`config.mk`:
```
export PLATFORM = sky130hd
export DESIGN_NAME = unidade_busca
export DESIGN_NICKNAME = d
export VERILOG_FILES = /design/src/rtl/unidade_busca_pkg.sv /design/src/rtl/unidade_busca.sv
export SDC_FILE = /design/constraint.sdc
export NUM_CORES = 1
export LEC_CHECK = 0
export CAP_MARGIN = 10
export CORE_MARGIN = 5
export CORE_UTILIZATION = 37
export CTS_CLUSTER_DIAMETER = 30
export DETAILED_ROUTE_END_ITERATION = 10
export PLACE_DENSITY = 0.73
export SYNTH_ARGS = -nofsm -noshare
export SYNTH_HDL_FRONTEND = slang
export SYNTH_SLANG_ARGS = --single-unit
```
`constraint.sdc`:
```
create_clock -name clock -period 1.85 [get_ports clock]
set_input_delay 0.37 -clock clock [delete_from_list [all_inputs] [get_ports clock]]
set_output_delay 0.37 -clock clock [all_outputs]
set_load 0.02 [all_outputs]
```
`src/rtl/unidade_busca_pkg.sv`:
```
// Shared types and constants for the instruction fetch unit.
package unidade_busca_pkg;

    localparam int LARGURA = 32;

    localparam logic [LARGURA-1:0] NOP_PADRAO = 32'h0000_0013;

    typedef enum logic [1:0] {
        OCIOSO = 2'd0,
        ESPERA = 2'd1,
        PRONTO = 2'd2
    } estado_t;

endpackage

```
`src/rtl/unidade_busca.sv`:
```
// Instruction fetch: PC -> req/ack memory read -> valid/consume to decode; 1-cycle issue, ack-edge capture.
// Decode backpressure holds the word in PRONTO; a taken branch discards any in-flight fetch.
module unidade_busca
    import unidade_busca_pkg::*;
#(
    parameter int unsigned        TIMEOUT = 16,
    parameter logic [LARGURA-1:0] NOP     = NOP_PADRAO
) (
    input  logic               clock,
    input  logic               reset,
    input  logic [LARGURA-1:0] endereco_pc,
    input  logic               desvio,
    output logic               mem_req,
    output logic [LARGURA-1:0] mem_addr,
    input  logic               mem_ack,
    input  logic [LARGURA-1:0] mem_dado,
    output logic [LARGURA-1:0] instrucao,
    output logic               instrucao_valida,
    input  logic               consumo,
    output logic               pc_avanca,
    output logic               erro_alinhamento,
    output logic               erro_timeout
);

    localparam logic [7:0] LIMITE = 8'(TIMEOUT - 1);

    estado_t    estado;
    logic       descarte;
    logic [7:0] contador;

    always_ff @(posedge clock) begin
        if (reset) begin
            estado           <= OCIOSO;
            mem_req          <= 1'b0;
            mem_addr         <= '0;
            instrucao        <= NOP;
            instrucao_valida <= 1'b0;
            pc_avanca        <= 1'b0;
            erro_alinhamento <= 1'b0;
            erro_timeout     <= 1'b0;
            descarte         <= 1'b0;
            contador         <= '0;
        end else begin
            pc_avanca <= 1'b0;
            case (estado)
                OCIOSO: begin
                    // Either error flag parks the unit until reset.
                    if (!(erro_alinhamento || erro_timeout)) begin
                        if (endereco_pc[1:0] != 2'b00) begin
                            erro_alinhamento <= 1'b1;
                        end else begin
                            mem_addr <= endereco_pc;
                            mem_req  <= 1'b1;
                            contador <= '0;
                            descarte <= 1'b0;
                            estado   <= ESPERA;
                        end
                    end
                end
                ESPERA: begin
                    if (mem_ack) begin
                        mem_req <= 1'b0;
                        if (descarte || desvio) begin
                            estado <= OCIOSO;
                        end else begin
                            instrucao        <= mem_dado;
                            instrucao_valida <= 1'b1;
                            pc_avanca        <= 1'b1;
                            estado           <= PRONTO;
                        end
                    end else begin
                        // No abort on the bus: remember the kill and keep waiting for the ack.
                        if (desvio) begin
                            descarte <= 1'b1;
                        end
                        if (contador == LIMITE) begin
                            mem_req      <= 1'b0;
                            erro_timeout <= 1'b1;
                            estado       <= OCIOSO;
                        end else begin
                            contador <= contador + 8'd1;
                        end
                    end
                end
                PRONTO: begin
                    if (desvio) begin
                        instrucao_valida <= 1'b0;
                        estado           <= OCIOSO;
                    end else if (consumo) begin
                        instrucao_valida <= 1'b0;
                        if (endereco_pc[1:0] != 2'b00) begin
                            erro_alinhamento <= 1'b1;
                            estado           <= OCIOSO;
                        end else begin
                            mem_addr <= endereco_pc;
                            mem_req  <= 1'b1;
                            contador <= '0;
                            descarte <= 1'b0;
                            estado   <= ESPERA;
                        end
                    end
                end
                default: begin
                    estado <= OCIOSO;
                end
            endcase
        end
    end

endmodule

```
---- Yosys cells after proc, flatten, opt, wreduce, memory -nomap -nowiden ----
Cells that the tools add are included.
storage, ports and cells
  register bits after elaboration ......... 80
  input port bits ......................... 69
  logic and storage cells ................. 90
  bits in writable memories ............... 0
  bits in latches ......................... 0
  memories ................................ 0
  output and inout port bits .............. 69
  bits in read-only memories .............. 0
cells by class
  shifts and indexed selects .............. 0
  mux-type cells .......................... 46
  bitwise gates (word level) .............. 3
  magnitude comparators ................... 0
  equal/unequal tests ..................... 14
  divide/modulo/power cells ............... 0
  multipliers ............................. 0
  add/subtract/negate cells ............... 1
  reductions and logical operators ........ 16
operators by type and width
  cell                   count
  $mux W32               4
  $pmux W32 S2           1
  $mux W8                6
  $pmux W8 S3            1
  $mux W1                22
  $ne A2 B2 Y1 const B   9
  $mux W2                7
  $reduce_and A4 Y1      3
  $reduce_and A6 Y1      2
  $add A8 B1 Y8 const B  1
  $eq A8 B4 Y1 const B   1
  $ne A3 B3 Y1 const B   2
  $pmux W1 S3            2
  $pmux W2 S3            1
  $reduce_and A3 Y1      2
  $reduce_bool A2 Y1     3
  $reduce_and A5 Y1      1
  $pmux W1 S2            2
  $not A1 Y1             3
  $reduce_bool A3 Y1     1
  $reduce_or A3 Y1       1
  $eq A2 B1 Y1 const B   1
  $eq A2 B2 Y1 const B   1
  $logic_not A2 Y1       1
  $logic_or A1 B1 Y1     2

---- Longest topological paths before layout ----
  depth after elaboration ................. 5
  mapped depth ............................ 8
  gate-level depth less buffers ........... 5

---- Worst setup path before layout ----
OpenSTA, ideal clock, no wires.
  path type ............................... reg2reg
  from .................................... register erro_timeout
  to ...................................... register mem_addr[10]
  data arrival time ....................... 1619 ps
  period minus slack after synthesis ...... 1751 ps
  path buffers ............................ 2
  library setup time ...................... 132 ps
  stages on the path, launching flop included .. 7
  required time ........................... 1718 ps
  setup slack ............................. 99 ps
  path through ............................ dfxtp_1 > or3_4 > a2111o_1 > clkbuf_1 > buf_2 > nand2_1 > a21oi_1
on the way
  cells in the longest elaborated chain, start to end .. 3
RTL lines
  what                                line                 RTL
  from (decl)                         unidade_busca.sv:22  output logic erro_timeout
  from (signal assigned)              unidade_busca.sv:40  erro_timeout <= 1'b0;
  from (signal assigned)              unidade_busca.sv:78  erro_timeout <= 1'b1;
  $logic_or A1 B1 Y1                  unidade_busca.sv:48  if (!(erro_alinhamento || erro_timeout)) begin
  $ne A2 B2 Y1 (no source line)       -
  $reduce_and A4 Y1 (no source line)  -
  to (signal assigned)                unidade_busca.sv:52  mem_addr <= endereco_pc;
  to (signal assigned)                unidade_busca.sv:95  mem_addr <= endereco_pc;
  to (decl)                           unidade_busca.sv:14  output logic [LARGURA-1:0] mem_addr,
Every way passes these cells.
A chain may end at the register's enable or synchronous reset.

---- Worst setup path after layout ----
  from .................................... input desvio
  to ...................................... register contador[2]
on the way
  cells in the longest elaborated chain, start to end .. 2
RTL lines
  what                                line                 RTL
  from (decl)                         unidade_busca.sv:12  input logic desvio,
  $ne A2 B2 Y1 (no source line)       -
  $reduce_and A6 Y1 (no source line)  -
  to (signal assigned)                unidade_busca.sv:81  contador <= contador + 8'd1;
  to (decl)                           unidade_busca.sv:29  logic [7:0] contador;
Every way passes these cells.

==> run metrics <==
Clk pin slew, worst setup/hold paths=0.09 ns; initial antenna violation count=0; CP Capture Type=flip-flop; minimum clock period=1.77 ns; Max-cap violations=0; pin count of the biggest net entering global routing=38; all-layer global routing usage=16.3%; leakage=1.66 nW; DR iter-0 viols=86; Area Growth Syn to Fin=58.7%; Final Max Tran Viols=0; Die Wd=99.9 um; fin crit share=95.9%; Core Footprint=7810 um^2; clock sinks=80; post-route ant nets=0; Req. time, crit path=2.06 ns; EDFF count, synth=0; DR pass1 iterations=4; Power Dens Cells=766 nW/um^2; Setup crit start kind=input port; final setup fails=0; Avg Cell Area, Syn=8.15 um^2; worst r2r path cells=6; drt drc=0; CTS tree=built; Initial Utilization=38.3%; critical path arrival=1.98 ns; via density per instance=4.84; maximum vdd drop=0.513 mV; Hold Path Cell Cnt=2; Inserted Clock Buffers=9; H-tree Lvls=3; fin util=60.8%; most common cell after layout, fill and taps aside=clkdlybuf4s50_1; Synth Instances=367; Clock Root Buffer=clkbuf_8; final WL=8220 um; sequential area share after synthesis=53.5%; clk_skew=0.0111 ns; first-pass GRT wire length=13400 um; Netlist Area Pre-Place=2990 um^2; post-synthesis cell type count=30; fmax=0.564 GHz; Final #Nets=579; vias in the first global route=2817; Die ar.=9990 um^2; row count=32; worst skew pair latency=0.34 ns; Avg WL per Cell=13.3 um; Fin. Hold Viols=0; post-synthesis async set-or-reset flop share=0%; GRT overflow=0; slew at the pin with the worst max-slew slack=0.318 ns; dpl hpwl=6020 um; RSZ-0062 raised after global routing=no; layout cell share with drive strength beyond 1=8.17%; Slew HR=78.8%; Synth Net Count=437; Hold WS=0.294 ns; status=finished, final reports clean; Die Height=99.9 um; most frequent cells in the layout=clkdlybuf4s50_1 (136), nand2_1 (129), dfxtp_1 (80); routed via count=2979; Synthesis Warnings=0; Ports=138; #FFs+latches synth=80; port bufs=137; Final Worst Setup Slack=0.0755 ns; dpl ws=-0.253 ns; Primary FF master, synth=dfxtp_1; ant diodes=0; Setup Crit Path Kind=in -> reg; Worst Path Max Fanout=37; Clock Tree Buf Depth=2; routability cong.=0.788; hold crit path type=in -> reg
-- path summary, 6_finish.rpt --
kind | slack (ns) | startpoint | end
worst min-delay path | 0.29 | reset | instrucao[13]
worst max register to register | 0.11 | estado[1] | contador[2]
worst max-delay path | 0.08 | desvio | contador[2]
worst min register to register | 0.45 | instrucao[24] | instrucao[24]
-- final cells by class --
cell class,count,area (um^2)
clock buffer,11,141
tap,102,128
multi-input combinational,262,1270
clock inverter,5,56.3
timing repair buffer,156,1550
fill,720,3060
sequential,80,1600
-- synthesized netlist by cell type (3+ instances only) --
| cell | count | area [um^2] |
|---|---|---|
| nand2_1 | 129 | 484 |
| or4_1 | 4 | 30.0 |
| clkbuf_1 | 14 | 52.6 |
| nor3_1 | 5 | 25.0 |
| nor2_1 | 11 | 41.3 |
| nand3_1 | 9 | 45.0 |
| buf_6 | 3 | 33.8 |
| dfxtp_1 | 80 | 1600 |
| a211oi_1 | 4 | 30.0 |
| o211ai_1 | 4 | 30.0 |
| nand3b_1 | 4 | 30.0 |
| buf_2 | 8 | 40.0 |
| a31oi_1 | 4 | 25.0 |
| a21oi_1 | 67 | 335 |
-- routing by layer --
layer  GRT usage (%)  wire length [um]
met5               0                 0
met1            19.9              3490
met3            7.09               923
met4            5.04                92
met2            26.0              3710
-- state kept, by name, summed over array words and instances, names as in the netlist --
name / count
pc_avanca: 1
mem_req: 1
erro_timeout: 1
instrucao: 32
instrucao_valida: 1
contador: 8
descarte: 1
estado: 2
erro_alinhamento: 1
mem_addr: 32
-- worst max-delay path, cell delays in order --
cell and delay [ns]:
clkdlybuf4s50_1 0.41, nand3b_1 0.27, a2111o_1 0.51, buf_12 0.19, nand2_1 0.11, a311oi_2 0.11
-- stage by stage --
stage	power [mW]	setup TNS [ns]	std cells	area, um^2
floorplan	2.09	0	367	2990
global placement	2.40	-5.36	600	4540
detailed placement	2.41	-7.64	600	4540
CTS	3.69	0	616	4740
global route	3.83	0	616	4750
finish	3.64	0	616	4750
-- power breakdown --
part	internal, mW	switching [mW]	leakage [nW]
combinational	0.299	0.254	0.909
clock	0.659	0.618	0.0993
sequential	1.78	0.0311	0.648
total	2.74	0.904	1.66
-- kinds of logic after synthesis --
kind of cell               after synthesis  synth area share [%]
buffers and inverters                   25                  4.22
adders and majority gates                1                 0.418
and+or+nand+nor                        176                  25.4
AOI/OAI and AO/OA                       85                  16.5
DFF                                     80                  53.5
-- repair_timing --
| item | 4_1_cts | 5_1_grt |
|---|---|---|
| resized for setup | 0 | 2 |
| setup endpoints to repair | 0 | 1 |
| hold buffers | 0 | 0 |
| setup buffers | 0 | 0 |
Power figures use the tool's default switching activity.
